$ cat config.mk
export PLATFORM = sky130hd
export DESIGN_NAME = axi3_burst_master
export DESIGN_NICKNAME = d
export VERILOG_FILES = /design/src/rtl/axi3_burst_master.sv
export SDC_FILE = /design/constraint.sdc
export NUM_CORES = 1
export LEC_CHECK = 0
export ABC_AREA = 1
export CORE_ASPECT_RATIO = 0.9
export CORE_MARGIN = 5
export CORE_UTILIZATION = 32
export CTS_CLUSTER_SIZE = 10
export DETAILED_ROUTE_END_ITERATION = 6
export PLACE_DENSITY = 0.83
export SLEW_MARGIN = 20
export SYNTH_ARGS = -nofsm -noshare
export SYNTH_HDL_FRONTEND = slang
export SYNTH_SLANG_ARGS = --single-unit
$ cat constraint.sdc
create_clock -name clk -period 8.05 [get_ports clk]
set_clock_uncertainty 0.15 [all_clocks]
set_input_delay 2.415 -clock clk [delete_from_list [all_inputs] [get_ports clk]]
set_output_delay 2.415 -clock clk [all_outputs]
set_load 0.01 [all_outputs]
$ cat src/rtl/axi3_burst_master.sv
// axi3_burst_master
//   Single-outstanding AXI3 master engine. Takes one burst command at a time
//   on a valid/ready port, issues an INCR burst of 1-16 beats on AR/R or
//   AW/W/B, streams write data in and read data out, and pulses a completion
//   status with the worst response seen during the command.
//
// Ports
//   clk, resetn                 clock, synchronous active-low reset
//   cmd_*                       command handshake: write flag, start address,
//                               len (beats-1), size (log2 bytes per beat)
//   wd_*                        write-data stream into the engine
//   rd_*                        read-data stream out of the engine
//   done_valid, done_resp       one-cycle completion pulse with worst response
//   ar*, r*, aw*, w*, b*        AXI3 read and write channels
module axi3_burst_master #(
  parameter int unsigned ID_W   = 4,
  parameter int unsigned ADDR_W = 32,
  parameter int unsigned DATA_W = 32,
  parameter int unsigned ID_VAL = 0
) (
  input  logic                clk,
  input  logic                resetn,
  // command port
  input  logic                cmd_valid,
  output logic                cmd_ready,
  input  logic                cmd_write,
  input  logic [ADDR_W-1:0]   cmd_addr,
  input  logic [3:0]          cmd_len,
  input  logic [2:0]          cmd_size,
  // write-data stream
  input  logic                wd_valid,
  output logic                wd_ready,
  input  logic [DATA_W-1:0]   wd_data,
  input  logic [DATA_W/8-1:0] wd_strb,
  // read-data stream
  output logic                rd_valid,
  input  logic                rd_ready,
  output logic [DATA_W-1:0]   rd_data,
  output logic                rd_last,
  // completion
  output logic                done_valid,
  output logic [1:0]          done_resp,
  // AXI3 read address
  output logic [ID_W-1:0]     arid,
  output logic [ADDR_W-1:0]   araddr,
  output logic [3:0]          arlen,
  output logic [2:0]          arsize,
  output logic [1:0]          arburst,
  output logic [1:0]          arlock,
  output logic [3:0]          arcache,
  output logic [2:0]          arprot,
  output logic                arvalid,
  input  logic                arready,
  // AXI3 read data
  input  logic [ID_W-1:0]     rid,
  input  logic [DATA_W-1:0]   rdata,
  input  logic [1:0]          rresp,
  input  logic                rlast,
  input  logic                rvalid,
  output logic                rready,
  // AXI3 write address
  output logic [ID_W-1:0]     awid,
  output logic [ADDR_W-1:0]   awaddr,
  output logic [3:0]          awlen,
  output logic [2:0]          awsize,
  output logic [1:0]          awburst,
  output logic [1:0]          awlock,
  output logic [3:0]          awcache,
  output logic [2:0]          awprot,
  output logic                awvalid,
  input  logic                awready,
  // AXI3 write data
  output logic [ID_W-1:0]     wid,
  output logic [DATA_W-1:0]   wdata,
  output logic [DATA_W/8-1:0] wstrb,
  output logic                wlast,
  output logic                wvalid,
  input  logic                wready,
  // AXI3 write response
  input  logic [ID_W-1:0]     bid,
  input  logic [1:0]          bresp,
  input  logic                bvalid,
  output logic                bready
);

  localparam int unsigned     STRB_W   = DATA_W / 8;
  localparam logic [2:0]      MAX_SIZE = 3'($clog2(STRB_W));
  localparam logic [ID_W-1:0] ID       = ID_W'(ID_VAL);
  localparam logic [1:0]      SLVERR   = 2'b10;

  typedef enum logic [2:0] {
    S_IDLE,
    S_AR,
    S_RD,
    S_AW,
    S_WD,
    S_WB,
    S_DONE
  } state_e;

  state_e            state_q;
  logic [ADDR_W-1:0] addr_q;
  logic [3:0]        len_q;
  logic [2:0]        size_q;
  logic [4:0]        cnt_q;
  logic [1:0]        resp_q;
  logic              cmd_ready_q;

  function automatic logic [1:0] worst(input logic [1:0] a, input logic [1:0] b);
    return (a > b) ? a : b;
  endfunction

  // Command screening: byte span of the burst against the 4KB page, and a
  // beat size wider than the data bus.
  logic [13:0] span;
  logic [13:0] end_addr;
  logic        cmd_bad;

  always_comb begin
    span     = 14'({1'b0, cmd_len} + 5'd1) << cmd_size;
    end_addr = {2'b00, cmd_addr[11:0]} + span;
    cmd_bad  = (end_addr > 14'd4096) || (cmd_size > MAX_SIZE);
  end

  // Response merging for the beat being accepted this cycle.
  logic [1:0] r_resp_d;
  logic [1:0] b_resp_d;
  logic [4:0] cnt_d;
  logic       len_hit;

  always_comb begin
    len_hit  = (cnt_q == {1'b0, len_q});
    r_resp_d = worst(resp_q, rresp);
    if (rid != ID) r_resp_d = worst(r_resp_d, SLVERR);
    // rlast arriving early or late means the slave miscounted the burst
    if (rlast && !len_hit) r_resp_d = worst(r_resp_d, SLVERR);
    b_resp_d = worst(resp_q, bresp);
    if (bid != ID) b_resp_d = worst(b_resp_d, SLVERR);
    // saturate so a runaway read burst cannot fold back onto len
    cnt_d = (cnt_q == 5'd31) ? cnt_q : cnt_q + 5'd1;
  end

  // Channel outputs decoded from the state register; R and W data paths are
  // zero-latency pass-throughs gated by the state.
  assign cmd_ready  = cmd_ready_q;

  assign arid       = ID;
  assign araddr     = addr_q;
  assign arlen      = len_q;
  assign arsize     = size_q;
  assign arburst    = 2'b01;
  assign arlock     = '0;
  assign arcache    = '0;
  assign arprot     = '0;
  assign arvalid    = (state_q == S_AR);

  assign rready     = (state_q == S_RD) && rd_ready;
  assign rd_valid   = (state_q == S_RD) && rvalid;
  assign rd_data    = rdata;
  assign rd_last    = (state_q == S_RD) && rlast;

  assign awid       = ID;
  assign awaddr     = addr_q;
  assign awlen      = len_q;
  assign awsize     = size_q;
  assign awburst    = 2'b01;
  assign awlock     = '0;
  assign awcache    = '0;
  assign awprot     = '0;
  assign awvalid    = (state_q == S_AW);

  assign wid        = ID;
  assign wdata      = wd_data;
  assign wstrb      = wd_strb;
  assign wvalid     = (state_q == S_WD) && wd_valid;
  assign wd_ready   = (state_q == S_WD) && wready;
  assign wlast      = (state_q == S_WD) && len_hit;

  assign bready     = (state_q == S_WB);

  assign done_valid = (state_q == S_DONE);
  assign done_resp  = (state_q == S_DONE) ? resp_q : '0;

  // cmd_ready is registered so that it stays low during reset and in DONE.
  always_ff @(posedge clk) begin
    if (!resetn) begin
      state_q     <= S_IDLE;
      addr_q      <= '0;
      len_q       <= '0;
      size_q      <= '0;
      cnt_q       <= '0;
      resp_q      <= '0;
      cmd_ready_q <= 1'b0;
    end else begin
      case (state_q)
        S_IDLE: begin
          cmd_ready_q <= 1'b1;
          if (cmd_valid && cmd_ready_q) begin
            addr_q      <= cmd_addr;
            len_q       <= cmd_len;
            size_q      <= cmd_size;
            cmd_ready_q <= 1'b0;
            if (cmd_bad) begin
              resp_q  <= SLVERR;
              state_q <= S_DONE;
            end else begin
              state_q <= cmd_write ? S_AW : S_AR;
            end
          end
        end
        S_AR: begin
          if (arready) state_q <= S_RD;
        end
        S_RD: begin
          if (rvalid && rd_ready) begin
            cnt_q  <= cnt_d;
            resp_q <= r_resp_d;
            if (rlast) state_q <= S_DONE;
          end
        end
        S_AW: begin
          if (awready) state_q <= S_WD;
        end
        S_WD: begin
          if (wd_valid && wready) begin
            cnt_q <= cnt_d;
            if (len_hit) state_q <= S_WB;
          end
        end
        S_WB: begin
          if (bvalid) begin
            resp_q  <= b_resp_d;
            state_q <= S_DONE;
          end
        end
        S_DONE: begin
          cnt_q       <= '0;
          resp_q      <= '0;
          cmd_ready_q <= 1'b1;
          state_q     <= S_IDLE;
        end
        default: state_q <= S_IDLE;
      endcase
    end
  end

endmodule

# Yosys cells after proc, flatten, opt, wreduce, memory -nomap -nowiden
# Index checks and enable logic that the tools add are counted.
[word_totals] regBits=50 inputBits=131 elab_cells=88
[op_classes] n_addsub=3 magnitude_cmp=7 eq_ne=17 shifts=1 n_mux=31 reduce_logical=22
[ops] op="$mux W2" n=14
[ops] op="$mux W3" n=9
[ops] op="$pmux W3 S6" n=1
[ops] op="$mux W5" n=3
[ops] op="$pmux W5 S3" n=1
[ops] op="$add A12 B14 Y14" n=1
[ops] op="$gt A14 B13 Y1 const B" n=1
[ops] op="$shl A5 B3 Y14" n=1
[ops] op="$reduce_bool A4 Y1" n=3
[ops] op="$logic_and A1 B1 Y1" n=10
[ops] op="$ne A2 B2 Y1 const B" n=5
[ops] op="$eq A3 B3 Y1 const B" n=3
[ops] op="$ne A2 B1 Y1 const B" n=4
[ops] op="$pmux W2 S4" n=1
[ops] op="$reduce_and A8 Y1" n=1
[ops] op="$eq A3 B2 Y1 const B" n=2
[ops] op="$gt A2 B2 Y1 const B" n=3
[ops] op="$add A4 B1 Y5 const B" n=1
[ops] op="$add A5 B1 Y5 const B" n=1
[ops] op="$eq A5 B4 Y1" n=1
[ops] op="$eq A5 B5 Y1 const B" n=1
[ops] op="$reduce_and A5 Y1" n=1
[ops] op="$gt A2 B2 Y1" n=2
[ops] op="$eq A3 B1 Y1 const B" n=1
[ops] op="10 further kinds" n=10

# Longest topological paths before layout
# Gate-level depths: netlist of run 1.
[depth] ltp_word=10 depth_mapped=24 mapped_depth_nobuf=24

# Worst setup path before layout of run 1
# No wires, ideal clock.
[synth_timing] path_type="input port to output port" start="input port rd_ready" end="output port rready" t_arrival_ps=2618 slack_ps=2867 stages=2 path_buffers=0 cell_sequence="inv_1 -> nor2_1"
[synth_via] elab_chain_len=1
[synth_rtl] element="from (decl)" line="37" source="input logic rd_ready,"
[synth_rtl] element="$logic_and A1 B1 Y1" line="157" source="assign rready = (state_q == S_RD) && rd_ready;"
[synth_rtl] element="to (decl)" line="60" source="output logic rready,"
# Every way passes these cells.

# Final worst setup path of run 1
[layout_timing] start="input port rlast" end="output port rd_last"
[layout_via] elab_chain_len=1
[layout_rtl] element="from (decl)" line="58" source="input logic rlast,"
[layout_rtl] element="$logic_and A1 B1 Y1" line="160" source="assign rd_last = (state_q == S_RD) && rlast;"
[layout_rtl] element="to (decl)" line="39" source="output logic rd_last,"
# Every way passes these cells.

==> flow_metrics.tcl, run 1 <==
set metrics [dict create \
    cts_buffers 5 \
    power.leakage_uw 0.00221 \
    portBuffers 153 \
    slew_headroom_pct 33.0 \
    worstPathArrival_ns 3.62 \
    wl_per_cell_um 14.6 \
    grt_max_degree 42 \
    cp.required_ns 5.49 \
    fmax_ghz 0.162 \
    path_class "input pin to primary output" \
    placed_cells 867 \
    syn-instance-count 671 \
    grt_usage_pct 15.0 \
    seq_area_frac_synth_pct 22.7 \
    first_pass_iters 5 \
    drcViolationCount 0 \
    synth_most_common_cell "buf_4" \
    htreeDepth 2 \
    synth_ff_type "dfxtp_1" \
    vdd_drop_max_v 0.000118 \
    end_kind "primary output" \
    finalPower_uw 1190 \
    dieWidth_um 134 \
    cts_tree "yes" \
    min_period_ns 6.19 \
    floorplan.initialDensity_pct 32.8 \
    min_period_over_period_pct 76.8 \
    yosys.area.top_type "buf_4" \
    hp-class "flip-flop to flip-flop" \
    finalSetupTns_ns 0 \
    rsz0062_at_grt "false" \
    synth.distinct_cells 40 \
    drive_gt1_share_pct 5.37 \
    synth_async_sr_flop_share_pct 0 \
    rows 40 \
    yosysWarnings 0 \
    postCtsHoldBufs 0 \
    vias_per_cell 4.62 \
    clockBufferDepth 2 \
    hpwlAfterDp_um 10100 \
    power_density_mw_per_mm2 223 \
    critPathMaxFanout 4 \
    vias 4042 \
    hold_viol 0 \
    coreArea_mm2 0.0135 \
    overflow 0 \
    gp_congestion 0.870 \
    finalMaxSlewViolations 0 \
    status "finished clean" \
    synth_seq_cells 50 \
    antenna_found_initial 0 \
    finalSetupViolCount 0 \
    syn_area_mm2 0.00442 \
    synthTopCellsByArea "buf_4 24%, dfxtp_1 23%, nand2_1 11%" \
    synth_edf_count 0 \
    antenna_left 0 \
    cp-start-kind "input pin" \
    path_clk_slew_ns 0.07 \
    tightest_slew_ns 1.00 \
    cts-root-buf "clkbuf_16" \
    final_cells 875 \
    n_antenna_cell 0 \
    max_cap_viol_count 0 \
    nNetsFinal 859 \
    die_area_mm2 0.0163 \
    syn_area_per_cell_um2 6.58 \
    cts_setup_buffers 0 \
    cts_resized 0 \
    io_pins 324 \
    grt_pass1_wl_um 20000 \
    clk_latency_ns 0.29 \
    clock-sinks 50 \
    dieHeight_um 121 \
    area_delta_synth_final_pct 20.5 \
    drt_wl_total_um 12800 \
    grt_pass1_vias 3956 \
    synth_commonest_cells "141 x buf_4, 126 x nand2_1, 62 x nand3_1, 58 x a21oi_1" \
    drt_iter0_markers 193 \
    synth_top_area_share_pct 24.0 \
]
==> cell type report <==
| type | count | area, um^2 |
|---|---|---|
| fillers | 1411 | 8140 |
| multi-input cells | 428 | 2160 |
| inverters | 65 | 246 |
| clock buffers | 6 | 139 |
| repair buffers | 156 | 1550 |
| flip-flops and latches | 50 | 1000 |
| well taps | 168 | 210 |
| clock inverters | 2 | 12.5 |
==> metal layers <==
layer,vias up,global-route usage [%],part of all wire [%]
met2,166,24.6,46
li1,2054,-,-
met1,1810,19.0,45
met4,0,3.08,0.58
met3,12,5.39,8.8
met5,-,0,0
==> kinds of logic after synthesis <==
logic type / count (synthesis) / share of synthesized area, %
flip-flops: 50 / 22.7
XOR/XNOR: 4 / 0.793
other: 2 / 0.170
AND/OR/NAND/NOR: 273 / 27.0
adder cells (fa/ha/maj): 22 / 6.40
AO/OA/AOI/OAI: 95 / 11.6
buffers and inverters: 225 / 31.3
==> cell usage in the layout (no fill, tap or decap), drive strengths merged, types with 2 or more instances in the layout <==
master / netlist / final
clkdlybuf4s50: 0 / 153
nand2: 130 / 130
nand3: 64 / 64
inv: 63 / 63
a21oi: 60 / 60
nor2: 60 / 60
dfxtp: 50 / 50
conb: 2 / 34
o21ai: 22 / 22
ha: 21 / 21
nor3: 10 / 10
clkbuf: 11 / 6
nand4: 4 / 4
xor2: 3 / 3
a211oi: 3 / 3
a31oi: 3 / 3
buf: 149 / 3
clkinv: 2 / 3
nor4: 2 / 2
==> worst paths after layout <==
check              from    endpoint  slack [ns]  depth (start not counted)
min reg2reg   araddr[3]   araddr[3]        0.32                          2
max reg2reg  state_q[2]  state_q[1]        5.63                         12
min           araddr[3]   araddr[3]        0.32                          2
max               rlast     rd_last        1.86                          4
==> state kept, by name, summed over array words and instances, names as in the netlist <==
signal,cells
cmd_ready,1
araddr,32
resp_q,2
arsize,3
cnt_q,5
state_q,3
arlen,4
==> worst max-delay path: stages <==
cell and delay [ns]:
clkdlybuf4s50_1 0.52, inv_1 0.06, nor2_1 0.09, clkdlybuf4s50_1 0.53
==> report_power, final <==
group	switching, uW	internal [uW]
Sequential	49.1	295
Combinational	359	266
Clock	93.2	123
Total	501	684
==> metrics by stage <==
| stage | setup WS, ns | area (um^2) | hold slack [ns] | utilization [%] |
|---|---|---|---|---|
| floorplan | 2.87 | 4540 | 0.299 | - |
| global placement | 1.87 | 5170 | 0.313 | 38.4 |
| detailed placement | 1.86 | 5170 | 0.316 | 38.4 |
| CTS | 1.86 | 5320 | 0.325 | 39.5 |
| global route | 1.74 | 5320 | 0.348 | 39.5 |
| finish | 1.86 | 5320 | 0.322 | 39.5 |
(Power assumes the default switching activity.)
==> inputs of run 2 (changes only) <==
- clock period: 8.05 -> 6.5 ns (I/O delays scaled with it)
==> flow_metrics.tcl, run 2 (synthesized netlist as in run 1, its figures left out) <==
set metrics [dict create \
    drt_iter0_markers 162 \
    hold_viol 0 \
    status "finished clean" \
    io_pins 324 \
    tightest_slew_ns 1.03 \
    area_delta_synth_final_pct 20.9 \
    hp-class "flip-flop to flip-flop" \
    vdd_drop_max_v 0.000139 \
    dieWidth_um 134 \
    floorplan.initialDensity_pct 32.8 \
    hpwlAfterDp_um 10200 \
    finalMaxSlewViolations 0 \
    die_area_mm2 0.0163 \
    coreArea_mm2 0.0135 \
    cp-start-kind "input pin" \
    mostFrequentLayoutCells "153 x clkdlybuf4s50_1, 126 x nand2_1, 62 x nand3_1" \
    grt_pass1_wl_um 19600 \
    rows 40 \
    power_density_mw_per_mm2 281 \
    cp_common_cell "clkdlybuf4s50_1" \
    cpMaxStageDelayCell "clkdlybuf4s50_1" \
    n_antenna_cell 0 \
    dieHeight_um 121 \
    postCtsHoldBufs 0 \
    grt_max_degree 42 \
    slew_headroom_pct 31.3 \
    rrSetupSlack_ns 4.06 \
    min_period_over_period_pct 81.0 \
    end_kind "primary output" \
    critPathMaxFanout 4 \
    rsz0062_at_grt "false" \
    cts_buffers 5 \
    cts_resized 0 \
    cts-root-buf "clkbuf_16" \
    antenna_found_initial 0 \
    antenna_left 0 \
    crit_cells 4 \
    cp_top_family "buffers and inverters" \
    drive_gt1_share_pct 5.37 \
    path_clk_slew_ns 0.07 \
    path_class "input pin to primary output" \
    vias_per_cell 4.71 \
    cts_tree "yes" \
    crit_buf_inv 3 \
    overflow 0 \
    rr_startpoint "state_q[2]" \
    fin_hold_ws_ns 0.330 \
    max_cap_viol_count 0 \
    worstPathArrival_ns 3.16 \
    drt_wl_total_um 12800 \
    grt_usage_pct 14.8 \
    gp_congestion 0.978 \
    min_period_ns 5.26 \
    vias 4119 \
    holdPathStages 2 \
    portBuffers 153 \
    min-delay-start "araddr[18]" \
    cp.required_ns 4.40 \
    path_cells "clkdlybuf4s50_1, inv_1, nor2_1, clkdlybuf4s50_1" \
    fmax_ghz 0.190 \
    htreeDepth 2 \
    clock-sinks 50 \
    finalSetupViolCount 0 \
    placed_cells 867 \
    cts_setup_buffers 0 \
    largest_reg_flops 32 \
    final_cells 875 \
    fill_cells 1413 \
    first_pass_iters 7 \
    finalSetupTns_ns 0 \
    cpPeakStageDelay_ns 0.54 \
    clockBufferDepth 2 \
    final_common_cell "clkdlybuf4s50_1" \
    drcViolationCount 0 \
    clk_latency_ns 0.29 \
    reg2reg_to "state_q[1]" \
    grt_pass1_vias 3807 \
    nNetsFinal 859 \
    wl_per_cell_um 14.6 \
    min_to "araddr[18]" \
    power.leakage_uw 0.00222 \
    worst-r2r-cell-count 12 \
]
-- run 2: cell count changes in the layout (fill, tap and decap cells not counted), sizes merged --
cell and change:
clkbuf -1, clkinvlp -1, inv +1, bufinv +1
-- run 2: final cells by class --
cell class | instances | area, um^2 | area share [%]
sequential | 50 | 1000 | 18.7
clock buffer | 5 | 125 | 2.34
inverter | 65 | 246 | 4.62
timing repair buffer | 156 | 1550 | 29.1
tap | 168 | 210 | 3.94
multi-input combinational | 428 | 2160 | 40.4
clock inverter | 3 | 43.8 | 0.820
-- run 2: worst max-delay path by stage --
stage                     from          to  slack, ns
finish                   rlast     rd_last       1.24
global route        cmd_len[0]  state_q[0]       0.95
CTS                      rlast     rd_last       1.23
detailed placement  cmd_len[0]  state_q[0]       1.07
global placement    cmd_len[0]   resp_q[1]       1.08
floorplan           cmd_len[0]   resp_q[0]       2.16
-- run 2: worst register-to-register path, cell delays in order, from the launching register on --
cell and delay, ns:
dfxtp_1 0.38, nor2_2 0.17, inv_2 0.08, nor2_4 0.77, inv_2 0.07, nor2_1 0.17, nor2_1 0.08, o21ai_1 0.10
nor3_2 0.06, nand2_2 0.10, inv_2 0.05, o21ai_1 0.11, a21oi_1 0.06
-- run 2: metal layers --
metal / up-vias / track usage [%] / part of all wire (%)
li1: 2049 / - / -
met1: 1855 / 19.3 / 44
met2: 197 / 23.3 / 45
met3: 18 / 5.56 / 9.8
met4: 0 / 2.96 / 0.98
met5: - / 0 / 0
-- run 2: report_power, final --
part | internal (uW) | total, uW | switching (uW) | leakage, uW
registers | 365 | 425 | 60.2 | 0.000407
clock network | 182 | 302 | 119 | 0.0000842
logic | 329 | 776 | 446 | 0.00173
-- run 2: per-stage QoR --
stage          setup slack (ns)  instance area (um^2)  util, %  total power, uW
2_1_floorplan              2.16                  4540        -              984
3_3_place_gp               1.08                  5170     38.4             1190
3_5_place_dp               1.07                  5170     38.4             1200
4_1_cts                    1.23                  5340     39.7             1510
5_1_grt                   0.947                  5340     39.7             1620
6_report                   1.24                  5340     39.7             1500
